--- src/rtl/tmr_scrub_register.sv ---
// rtl/tmr_scrub_register.sv - triplicated register with majority vote, lane error flags and periodic scrub
module tmr_scrub_register #(
    parameter int WIDTH        = 8,
    parameter int CNT_WIDTH    = 8,
    parameter int SCRUB_PERIOD = 16
) (
    input  logic                 clk,
    input  logic                 reset,
    input  logic                 load,
    input  logic [WIDTH-1:0]     dataIn,
    input  logic                 scrubEn,
    input  logic                 clrErr,
    input  logic                 injEn,
    input  logic [1:0]           injLane,
    input  logic [WIDTH-1:0]     injMask,
    output logic [WIDTH-1:0]     out,
    output logic                 tmrErr,
    output logic [2:0]           laneErr,
    output logic [CNT_WIDTH-1:0] errCnt,
    output logic                 scrubActive
);

    localparam int PW = (SCRUB_PERIOD > 2) ? $clog2(SCRUB_PERIOD) : 1;
    localparam logic [PW-1:0] LAST_WAIT = PW'(SCRUB_PERIOD - 2);

    typedef enum logic [1:0] {
        IDLE  = 2'd0,
        WAIT  = 2'd1,
        SCRUB = 2'd2
    } state_t;

    state_t               state_q, state_d;
    logic [PW-1:0]        cnt_q, cnt_d;
    logic [WIDTH-1:0]     copy_q [3];
    logic [WIDTH-1:0]     copy_d [3];
    logic                 tmr_err_q, tmr_err_d;
    logic [2:0]           lane_err_q, lane_err_d;
    logic [CNT_WIDTH-1:0] err_cnt_q, err_cnt_d;
    logic [WIDTH-1:0]     voted;
    logic [2:0]           mis;
    logic                 any_mis;
    logic                 scrub_wb;

    always_comb begin
        voted = (copy_q[0] & copy_q[1]) | (copy_q[1] & copy_q[2]) | (copy_q[0] & copy_q[2]);
        for (int i = 0; i < 3; i++) begin
            mis[i] = |(copy_q[i] ^ voted);
        end
        any_mis  = |mis;
        // A load landing on the scrub cycle pre-empts the write-back entirely
        scrub_wb = (state_q == SCRUB) && !load;
    end

    always_comb begin
        state_d = state_q;
        cnt_d   = cnt_q;
        case (state_q)
            IDLE: begin
                cnt_d = '0;
                if (scrubEn) state_d = WAIT;
            end
            WAIT: begin
                if (!scrubEn) begin
                    state_d = IDLE;
                    cnt_d   = '0;
                end else if (load) begin
                    cnt_d = '0;
                end else if (cnt_q == LAST_WAIT) begin
                    state_d = SCRUB;
                    cnt_d   = '0;
                end else begin
                    cnt_d = cnt_q + PW'(1);
                end
            end
            SCRUB: begin
                cnt_d   = '0;
                state_d = scrubEn ? WAIT : IDLE;
            end
            default: begin
                state_d = IDLE;
                cnt_d   = '0;
            end
        endcase
    end

    always_comb begin
        for (int i = 0; i < 3; i++) begin
            copy_d[i] = copy_q[i];
        end
        if (load) begin
            for (int i = 0; i < 3; i++) copy_d[i] = dataIn;
        end else if (scrub_wb) begin
            for (int i = 0; i < 3; i++) copy_d[i] = voted;
        end else if (injEn) begin
            case (injLane)
                2'd0:    copy_d[0] = copy_q[0] ^ injMask;
                2'd1:    copy_d[1] = copy_q[1] ^ injMask;
                2'd2:    copy_d[2] = copy_q[2] ^ injMask;
                default: copy_d[0] = copy_q[0];
            endcase
        end
    end

    always_comb begin
        tmr_err_d  = any_mis;
        lane_err_d = clrErr ? 3'b000 : (lane_err_q | mis);
        err_cnt_d  = err_cnt_q;
        if (clrErr) begin
            err_cnt_d = '0;
        end else if (scrub_wb && any_mis && (err_cnt_q != {CNT_WIDTH{1'b1}})) begin
            err_cnt_d = err_cnt_q + CNT_WIDTH'(1);
        end
    end

    always_ff @(posedge clk) begin
        if (reset) begin
            state_q    <= IDLE;
            cnt_q      <= '0;
            tmr_err_q  <= 1'b0;
            lane_err_q <= 3'b000;
            err_cnt_q  <= '0;
            for (int i = 0; i < 3; i++) copy_q[i] <= '0;
        end else begin
            state_q    <= state_d;
            cnt_q      <= cnt_d;
            tmr_err_q  <= tmr_err_d;
            lane_err_q <= lane_err_d;
            err_cnt_q  <= err_cnt_d;
            for (int i = 0; i < 3; i++) copy_q[i] <= copy_d[i];
        end
    end

    assign out         = voted;
    assign tmrErr      = tmr_err_q;
    assign laneErr     = lane_err_q;
    assign errCnt      = err_cnt_q;
    assign scrubActive = scrub_wb;

endmodule

--- config.mk ---
export PLATFORM = sky130hd
export DESIGN_NAME = tmr_scrub_register
export DESIGN_NICKNAME = d
export VERILOG_FILES = /design/src/rtl/tmr_scrub_register.sv
export SDC_FILE = /design/constraint.sdc
export NUM_CORES = 1
export LEC_CHECK = 0
export BUFFER_PORTS_ARGS = -buffer_cell sky130_fd_sc_hd__buf_4
export CELL_PAD_IN_SITES_DETAIL_PLACEMENT = 1
export CELL_PAD_IN_SITES_GLOBAL_PLACEMENT = 2
export CORE_ASPECT_RATIO = 0.7
export CORE_MARGIN = 4
export CORE_UTILIZATION = 29
export DETAILED_ROUTE_END_ITERATION = 10
export MAX_ROUTING_LAYER = met4
export PLACE_DENSITY = 0.78
export SETUP_SLACK_MARGIN = 0.02
export SLEW_MARGIN = 40
export SYNTH_ARGS = -nofsm -noshare
export SYNTH_HDL_FRONTEND = slang
export SYNTH_SLANG_ARGS = --single-unit
--- constraint.sdc ---
create_clock -name clk -period 2.7 [get_ports clk]
set_clock_uncertainty 0.15 [all_clocks]
set_input_delay 0.405 -clock clk [delete_from_list [all_inputs] [get_ports clk]]
set_output_delay 0.405 -clock clk [all_outputs]
set_load 0.005 [all_outputs]
; Word-level counts from Yosys, hierarchy flattened
; Memories as Yosys holds them, arrays and structs flattened.
; Cells that the tools add are included.
[classes]
n_addsub = 2
n_mul = 0
div = 0
magnitude_cmp = 0
n_eq_ne = 9
n_shift = 0
muxes = 18
bitwise = 17
n_reduce_logical = 13
[op_table]
columns = operator, n
row1 = 24-bit 2-to-1 mux, 3
row2 = 8-bit 2-to-1 mux, 6
row3 = 8-bit bitwise XOR, 6
row4 = 8-bit AND, 3
row5 = 24-bit OR reduction, 1
row6 = 8-bit OR reduction, 3
row7 = 8-bit bitwise OR, 2
row8 = "8-bit by 1-bit adder with 8-bit output, second input constant", 1
row9 = 2-bit 2-to-1 mux, 4
row10 = "8-bit inequality test, second input constant", 1
row11 = "3-bit inequality test, second input constant", 2
row12 = 2-bit case mux with 3 select lines, 1
row13 = 5-bit OR reduction, 1
row14 = "4-bit by 1-bit adder with 4-bit output, second input constant", 1
row15 = "2-bit by 1-bit equality test with 1-bit output, second input constant", 2
row16 = "2-bit equality test, second input constant", 2
row17 = "4-bit equality test, second input constant", 1
row18 = 2-bit zero test, 2
row19 = 1-bit 2-to-1 mux, 4
row20 = 1-bit logical AND, 3
row21 = 1-bit bitwise OR, 3
row22 = 3-bit bitwise OR, 1
row23 = 3-bit AND reduction, 1
row24 = "2-bit inequality test, second input constant", 1
row25 = other kinds (3), 4
[totals]
reg_bits = 18
latchBits = 0
ram_bits = 24
romBits = 0
input_bits = 24
out_inout_bits = 21
elab_cells = 65
mem_count = 1
[memory_table]
columns = name, words, word_bits, read_ports, rd_ports_with_merged_regs, wr, line_no
row1 = copy_q, 3, 8, 3, 0, 3, 34  ; logic [WIDTH-1:0] copy_q [3];

; Depth between registers and ports, before layout
; Gate-level depths: netlist (run 1).
[depth]
depth_word = 7
ltp_mapped = 8
depth_no_buf = 6

; Worst setup path after synthesis (run 1)
; Ideal clock, no wire load.
[synth_timing]
path_type = reg-to-reg
start = memory copy_q[1][5], in the netlist copy_q[0][13]
end = register err_cnt_q[7], in the netlist errCnt[7]
setup_time_ps = 121
arrival_time_ps = 1836
required_time_ps = 2429
path_slack_ps = 593
stages_incl_launch_ff = 8
path_buffers = 1
period_less_slack_ps = 2107
cell_sequence = dfxtp_1 -> buf_4 -> a21oi_2 -> o221ai_2 -> or4_4 -> o31a_1 -> a41oi_1 -> nor3_2
[synth_rtl]
columns = element, line_no
row1 = from (decl), 34
row2 = to (signal assigned), 128  ; err_cnt_q <= err_cnt_d;
row3 = to (decl), 38  ; logic [CNT_WIDTH-1:0] err_cnt_q, err_cnt_d;

==> results of run 1 <==
## report_power, final
group	internal, W	leakage (nW)	switching [W]
Sequential	0.000650	0.344	0.0000551
Combinational	0.000119	0.700	0.000148
Clock	0.000457	0.0829	0.000245
## cell type report
cell class,instances,area [µm²]
Multi-Input combinational cell,260,1620
Timing Repair Buffer,51,383
Sequential cell,42,841
Tap cell,120,150
Fill cell,1049,5470
Clock inverter,1,30.0
Inverter,5,18.8
Clock buffer,6,139
## worst max-delay path, stage by stage, from the launching register on
cell and delay (ps):
dfxtp_1 470, and3b_1 220, nor4_1 420, nand4_1 370, o31a_1 430, a41oi_1 240, nor3_2 70
## state kept, by name, summed over array words and instances (netlist names)
signal and flops:
copy_q 24, errCnt 8, cnt_q 4, laneErr 3, state_q 2, tmrErr 1
## cell families after synthesis
family	Yosys count
AND/OR/NAND/NOR	133
AO/OA/AOI/OAI	122
flip-flops	42
buffers and inverters	36
adder cells (fa/ha/maj)	3
XOR/XNOR	2
## repair_timing
item,in CTS,in global routing
setup buffers,0,2
gates resized for setup,0,0
hold endpoints to repair,0,0
endpoints found under the setup margin,0,7
## Yosys cell counts, types with 5 or more instances
| library cell | n |
|---|---|
| dfxtp_1 | 42 |
| a21oi_1 | 33 |
| nor2_1 | 30 |
| nand2_1 | 27 |
| a211oi_1 | 26 |
| o21ai_0 | 25 |
| buf_2 | 16 |
| nand2b_1 | 12 |
| nand3b_1 | 11 |
| nor3b_1 | 9 |
| a22oi_1 | 8 |
| and3b_1 | 8 |
| clkbuf_1 | 8 |
| o21a_1 | 8 |
| a21oi_2 | 6 |
| inv_1 | 5 |
| nand3_1 | 5 |
| nand4_1 | 5 |
## worst paths after layout
kind | startpoint | cells past startpoint | slack (ps) | to
max | copy_q[0][9]$_SDFFE_PP0P_ | 6 | 200 | errCnt[7]$_SDFFE_PP0P_
min reg2reg | cnt_q[0]$_SDFF_PP0_ | 1 | 310 | cnt_q[0]$_SDFF_PP0_
max reg2reg | copy_q[0][9]$_SDFFE_PP0P_ | 6 | 200 | errCnt[7]$_SDFFE_PP0P_
min | cnt_q[0]$_SDFF_PP0_ | 1 | 310 | cnt_q[0]$_SDFF_PP0_
## stage by stage
step                      hold slack [ps]   util  instances  power, W
final                                 313  0.368        485   0.00167
after global routing                  364  0.368        485   0.00175
after floorplan                       280      -        338  0.000888
after detailed placement              305  0.347        476  0.000985
after CTS                             320  0.366        483   0.00169
after global placement                297  0.347        476  0.000977
## per-layer routing
layer  share of wire  vias to the layer above  track usage
met5               0                        -            -
met4          0.0055                        0       0.0376
met3           0.036                        4       0.0329
met2            0.44                       36        0.249
met1            0.52                     1251        0.231
li1                -                     1295            -
==> impl_metrics.tcl, run 1 <==
set metrics [dict create \
    antenna_cells 0 \
    ys_top_cells_by_area "dfxtp_1, a211oi_1, a21oi_1, o21ai_0, nor2_1" \
    synthCells 338 \
    die_w_um 122 \
    fin_ws_ps 203 \
    power_per_cell_area_mw_per_mm2 525 \
    synth-compound-area-share 0.306 \
    ir_drop_uv 202 \
    ys_types 45 \
    drtIter0Drc 154 \
    core_area_mm2 0.00865 \
    clk_latency_ps 280 \
    place_area_mm2 0.00300 \
    rows 28 \
    relSlewSlack 0.663 \
    fin_setup_tns_ps 0 \
    die_y_um 87.8 \
    crit_path_end_kind "flop" \
    hold_viol 0 \
    synthToLayoutAreaGrowth_pct 20.7 \
    netlist_area_mm2 0.00264 \
    synth-edff-count 0 \
    htree_levels 2 \
    num_io_pins 45 \
    track_usage 0.166 \
    ctsHoldBuffers 0 \
    cts_buffers 5 \
    synth_top_family_by_area "compound AO/OA/AOI/OAI gates" \
    cts_tree "yes" \
    synth_top_area_share 0.318 \
    synth.avg_cell_area_um2 7.81 \
    worstPathRequired_ps 2710 \
    synthMuxAreaShare 0 \
    grt_max_degree 28 \
    final_antenna_net_count 0 \
    ys.flop_type "dfxtp_1" \
    worstSetupPathType "flop to flop" \
    nets 392 \
    place_hpwl_um 5900 \
    routedWlPerCell_um 17.2 \
    gp_congestion 0.783 \
    grt_pass1_wl_um 13500 \
    clkTransAtPathRegs_ps 60 \
    path_max_fanout 9 \
    yosysSeqAreaShare 0.318 \
    clkSinkCount 42 \
    synth-seq-cells 42 \
    hp-class "flop to flop" \
    tightest_slew_ps 505 \
    ys_warn_count 0 \
    setup.worst_path.start_class "flop" \
    final_common_cell "buf_4" \
    cts.path.max_buffers 2 \
    final-setup-viol-count 0 \
    drive_gt1_frac 0.200 \
    synth_fa_ha_area_frac 0.0142 \
    drc 0 \
    synth-async-reset-ratio 0 \
    grt_overflow 0 \
    start_util 0.305 \
    portBuffers 44 \
    place_ws_ps 107 \
    drt_first_pass_iters 4 \
    synth_nets 365 \
    finalInstanceArea_mm2 0.00319 \
    p_leak_nw 1.13 \
    yosys.area.top_type "dfxtp_1" \
    antenna_found_initial 0 \
    synthSimpleGateAreaFrac 0.287 \
    final.period_utilization 0.925 \
    yosys.area_share.xor_xnor 0.00664 \
    via_per_inst 5.33 \
    final_cell_mix "buf_4, dfxtp_1, a21oi_1, nor2_1, nand2_1" \
    rsz0062_at_grt "no" \
    post-route-min-period_ps 2500 \
    drv_cap 0 \
    finalWirelength_um 8320 \
    status "finished clean" \
    fmax_mhz 400 \
    die_area_mm2 0.0107 \
    cts-root-buf "clkbuf_16" \
    num_vias 2586 \
    grt_pass1_vias 2517 \
    worstPathArrival_ps 2510 \
    finalMaxSlewViolations 0 \
]
Note: power is estimated with default switching activity, not from simulation.
==> run 2, diff against run 1 <==
--- a/config.mk
+++ b/config.mk
@@ -13,7 +13,7 @@
 export CORE_UTILIZATION = 29
 export DETAILED_ROUTE_END_ITERATION = 10
 export MAX_ROUTING_LAYER = met4
-export PLACE_DENSITY = 0.78
+export PLACE_DENSITY = 0.83
 export SETUP_SLACK_MARGIN = 0.02
 export SLEW_MARGIN = 40
 export SYNTH_ARGS = -nofsm -noshare
==> run 2 against run 1 <==
Register-to-register slack better by 20 ps. Critical endpoint is now errCnt[2]$_SDFFE_PP0P_. Largest cell class unchanged. Hold slack about the same. Critical path type unchanged. Largest power group unchanged. Die area stayed put. Wire length fell by 0.97%. Non-clock buffer count shrank 3.
==> impl_metrics.tcl, run 2 (synthesis gave the netlist of run 1 again) <==
set metrics [dict create \
    path_max_fanout 12 \
    final-setup-viol-count 0 \
    hold_viol 0 \
    hp-start "cnt_q[0]$_SDFF_PP0_" \
    relSlewSlack 0.674 \
    antenna_found_initial 0 \
    cts.path.max_buffers 2 \
    power.share.switching 0.271 \
    regToRegStartpoint "copy_q[0][14]$_SDFFE_PP0P_" \
    top_register "copy_q" \
    core_area_mm2 0.00865 \
    cts-root-buf "clkbuf_16" \
    clk_latency_ps 280 \
    via_per_inst 5.34 \
    drc 0 \
    path_cells "and3b_1 > nor4_1 > nand4_1 > o31ai_4 > or4_1 > a21oi_2" \
    grt_pass1_wl_um 13500 \
    worstPathArrival_ps 2500 \
    power_per_cell_area_mw_per_mm2 524 \
    htree_levels 2 \
    finalWirelength_um 8240 \
    post-route-min-period_ps 2480 \
    drive_gt1_frac 0.190 \
    multi_input_area_mm2 0.00162 \
    synthToLayoutAreaGrowth_pct 19.6 \
    portBuffers 44 \
    crit_path_max_incr_delay_ps 520 \
    track_usage 0.164 \
    fmax_mhz 403 \
    dp.cells 475 \
    clkTransAtPathRegs_ps 60 \
    clkSinkCount 42 \
    final_common_cell "buf_4" \
    grt_overflow 0 \
    status "finished clean" \
    num_io_pins 45 \
    rows 28 \
    setup.worst_path.start_class "flop" \
    postCtsResizedCells 0 \
    routedWlPerCell_um 17.1 \
    power_frac_seq 0.426 \
    timing.rr.end "errCnt[2]$_SDFFE_PP0P_" \
    grt_pass1_vias 2668 \
    ctsHoldBuffers 0 \
    start_util 0.305 \
    hold_depth 1 \
    drt_first_pass_iters 4 \
    fin_setup_tns_ps 0 \
    ir_drop_uv 226 \
    place_hpwl_um 5860 \
    finalInstanceArea_mm2 0.00316 \
    cts_tree "yes" \
    die_area_mm2 0.0107 \
    finalMaxSlewViolations 0 \
    num_vias 2581 \
    drv_cap 0 \
    antenna_cells 0 \
    pwr-share-clk 0.413 \
    die_y_um 87.8 \
    fin_ws_ps 221 \
    p_leak_nw 1.11 \
    tightest_slew_ps 489 \
    place_area_mm2 0.00299 \
    critPathSlowestCell "o31ai_4" \
    hp-class "flop to flop" \
    fill_cells 1079 \
    cts_buffers 5 \
    place_ws_ps 211 \
    final_antenna_net_count 0 \
    post-route-util 0.365 \
    r2r_slack_ps 220 \
    crit_path_end_kind "flop" \
    p_sw_w 0.000449 \
    nets 389 \
    r2r_cells 6 \
    seq_area_um2 841 \
    largest_reg_flops 24 \
    worstHoldEndpoint "cnt_q[0]$_SDFF_PP0_" \
    worstSetupPathType "flop to flop" \
    p_comb_frac 0.161 \
    final_cell_mix "buf_4, dfxtp_1, a21oi_1, nor2_1, nand2_1" \
    post_cts_buffers 0 \
    worstPathRequired_ps 2720 \
    die_w_um 122 \
    gp_congestion 0.747 \
    p_int_w 0.00121 \
    grt_max_degree 28 \
    final.period_utilization 0.918 \
    instances_no_fill 483 \
    drtIter0Drc 123 \
    rsz0062_at_grt "no" \
]
## run 2: routing by layer
layer,GRT usage,share of wire,vias up,wire length (µm)
li1,-,-,1291,-
met1,0.220,0.52,1229,4280
met2,0.258,0.43,48,3580
met3,0.0271,0.033,13,273
met4,0.0437,0.013,0,106
met5,-,0,-,0
## run 2: area by class of cell
class | count | area share
clock buffers | 7 | 0.0420
clock inverters | 1 | 0.00951
inverters | 5 | 0.00595
multi-input cells | 260 | 0.514
flip-flops and latches | 42 | 0.266
well taps | 120 | 0.0476
repair buffers | 48 | 0.114
## run 2: power by group through the flow
stage / clock network (W) / logic, W / registers (W)
5_1_grt: 0.000711 / 0.000296 / 0.000713
3_3_place_gp: 0 / 0.000260 / 0.000715
3_5_place_dp: 0 / 0.000266 / 0.000718
4_1_cts: 0.000696 / 0.000268 / 0.000705
2_1_floorplan: 0 / 0.000213 / 0.000675
6_report: 0.000684 / 0.000266 / 0.000705
## run 2: metrics by stage
stage / power [W] / hold slack (ps)
floorplan: 0.000888 / 280
global placement: 0.000974 / 301
detailed placement: 0.000984 / 306
CTS: 0.00167 / 320
global route: 0.00172 / 363
finish: 0.00166 / 313
## run 2: how the worst max path moves through the flow
stage / startpoint / end / slack [ps] / cells past startpoint
after floorplan: copy_q[0][13]$_SDFFE_PP0P_ / errCnt[7]$_SDFFE_PP0P_ / 590 / 7
after global placement: copy_q[0][14]$_SDFFE_PP0P_ / errCnt[2]$_SDFFE_PP0P_ / 240 / 6
after detailed placement: copy_q[0][9]$_SDFFE_PP0P_ / errCnt[2]$_SDFFE_PP0P_ / 210 / 6
after CTS: copy_q[0][14]$_SDFFE_PP0P_ / errCnt[2]$_SDFFE_PP0P_ / 180 / 6
after global routing: copy_q[0][12]$_SDFFE_PP0P_ / errCnt[2]$_SDFFE_PP0P_ / 80 / 6
final: copy_q[0][14]$_SDFFE_PP0P_ / errCnt[2]$_SDFFE_PP0P_ / 220 / 6
## run 2: worst max-delay path: cells and delay by family, from the launching register on
kind               cells  cell delay (ps)
DFF                    1              470
AOI/OAI and AO/OA      2              570
and+or+nand+nor        4             1160
==> run 3, diff against run 2 <==
==> constraint.sdc (replaced) <==
create_clock -name clk -period 2.7 [get_ports clk]
set_clock_uncertainty 0.15 [all_clocks]
set_input_delay 0.135 -clock clk [delete_from_list [all_inputs] [get_ports clk]]
set_output_delay 0.135 -clock clk [all_outputs]
set_load 0.005 [all_outputs]
==> run 3 against run 2 <==
Sequential power barely moved. Critical path type unchanged. Count of clock-buffer cells in the layout is 2 lower. Maximum frequency grew 0.74%. Flip-flop and latch count unchanged. Hold slack worse by 240 ps. Clock power increased by 2%. Wire length up 0.64%. First-iteration DRC count grew 11%. Critical endpoint is now errCnt[7]$_SDFFE_PP0P_.
==> impl_metrics.tcl, run 3 (synthesis gave the netlist of run 1 again) <==
set metrics [dict create \
    routedWlPerCell_um 17.0 \
    drv_cap 0 \
    largest_reg_flops 24 \
    rsz0062_at_grt "no" \
    status "finished clean" \
    multi_input_area_mm2 0.00162 \
    path_cells "and3b_1 > nor4_1 > nand4_1 > o31a_1 > a41oi_1 > nor3_2" \
    drive_gt1_frac 0.209 \
    track_usage 0.167 \
    worstSetupPathType "flop to flop" \
    finalMaxSlewViolations 0 \
    setup.worst_path.start_class "flop" \
    postCtsResizedCells 0 \
    critPathSlowestCell "dfxtp_1" \
    die_y_um 87.8 \
    clk_latency_ps 290 \
    antenna_found_initial 0 \
    drt_first_pass_iters 4 \
    final.period_utilization 0.911 \
    worstPathArrival_ps 2490 \
    clkSinkCount 42 \
    cts.path.max_buffers 2 \
    grt_overflow 0 \
    drc 0 \
    post-route-min-period_ps 2460 \
    path_delay_family "simple AND/OR/NAND/NOR gates" \
    final_common_cell "buf_4" \
    power_per_cell_area_mw_per_mm2 521 \
    die_area_mm2 0.0107 \
    hold_viol 0 \
    final_cell_mix "buf_4, dfxtp_1, a21oi_1, nor2_1, nand2_1" \
    grt_pass1_vias 2597 \
    worstPathRequired_ps 2730 \
    finalWirelength_um 8290 \
    nets 395 \
    portBuffers 44 \
    timing.rr.end "errCnt[7]$_SDFFE_PP0P_" \
    startpoint "copy_q[0][14]$_SDFFE_PP0P_" \
    seq_area_um2 841 \
    fmax_mhz 406 \
    tightest_slew_ps 507 \
    cp-endpoint "errCnt[7]$_SDFFE_PP0P_" \
    core_area_mm2 0.00865 \
    critPathBufInv 0 \
    drtIter0Drc 136 \
    cts_tree "yes" \
    place_hpwl_um 5950 \
    die_w_um 122 \
    r2r_slack_ps 240 \
    rows 28 \
    fin_setup_tns_ps 0 \
    crit_path_end_kind "flop" \
    grt_pass1_wl_um 13700 \
    relSlewSlack 0.661 \
    cts_buffers 5 \
    top_register "copy_q" \
    num_vias 2598 \
    cts-root-buf "clkbuf_16" \
    p_leak_nw 1.15 \
    via_per_inst 5.31 \
    hp-class "input pin to flop" \
    antenna_cells 0 \
    synthToLayoutAreaGrowth_pct 21.8 \
    grt_max_degree 28 \
    htree_levels 2 \
    start_util 0.305 \
    fill_cells 1070 \
    r2r_cells 6 \
    final-setup-viol-count 0 \
    gp_congestion 0.741 \
    worst-path-stages 6 \
    ir_drop_uv 234 \
    crit_path_max_incr_delay_ps 480 \
    clkTransAtPathRegs_ps 70 \
    total_power_w 0.00168 \
    final_antenna_net_count 0 \
    regToRegStartpoint "copy_q[0][14]$_SDFFE_PP0P_" \
    path_max_fanout 9 \
    num_io_pins 45 \
]
-- run 3: power by group --
part	internal [W]	switching, W	total [W]	leakage [nW]
clock network	0.000434	0.000265	0.000699	0.0836
registers	0.000650	0.0000554	0.000705	0.344
logic	0.000124	0.000147	0.000271	0.722
total	0.00121	0.000468	0.00168	1.15
-- run 3: worst register-to-register path, cell delays in order (launching register included) --
cell and delay, ps:
dfxtp_1 480, and3b_1 220, nor4_1 420, nand4_1 340
o31a_1 420, a41oi_1 250, nor3_2 60
-- run 3: stage by stage --
step,hold slack (ps),cells,setup WS [ps],instance area [µm²],util
after CTS,71.0,488,119,3200,0.369
after global placement,294,480,229,3030,0.350
after global routing,96.4,489,111,3220,0.372
final,71.2,489,240,3220,0.372
after detailed placement,315,480,178,3030,0.350
after floorplan,168,338,593,2640,-
-- run 3: layout make-up --
class / count / share of cell area
sequential: 42 / 0.261
multi-input combinational: 260 / 0.505
tap: 120 / 0.0467
timing repair buffer: 54 / 0.130
clock buffer: 5 / 0.0389
clock inverter: 3 / 0.0124
inverter: 5 / 0.00583
-- run 3: repair_timing --
item	4_1_cts	5_1_grt
hold buffers	0	0
setup buffers	0	1
setup endpoints to repair	0	6
-- run 3: worst min-delay path by stage --
stage                                     start  cells past startpoint                endpoint  slack [ps]
after CTS                                 reset                      2       tmrErr$_SDFF_PP0_          70
after floorplan                          clrErr                      2  errCnt[7]$_SDFFE_PP0P_         170
after global placement      cnt_q[0]$_SDFF_PP0_                      1     cnt_q[0]$_SDFF_PP0_         290
final                                     reset                      2       tmrErr$_SDFF_PP0_          70
after detailed placement  laneErr[2]$_SDFF_PP0_                      2   laneErr[2]$_SDFF_PP0_         320
after global routing                      reset                      2       tmrErr$_SDFF_PP0_         100
-- run 3: routing by layer --
metal / vias to the layer above / share of wire / global-route usage
li1: 1305 / - / -
met2: 53 / 0.43 / 0.257
met1: 1231 / 0.51 / 0.225
met4: 0 / 0.012 / 0.0458
met5: - / 0 / -
met3: 9 / 0.046 / 0.0303
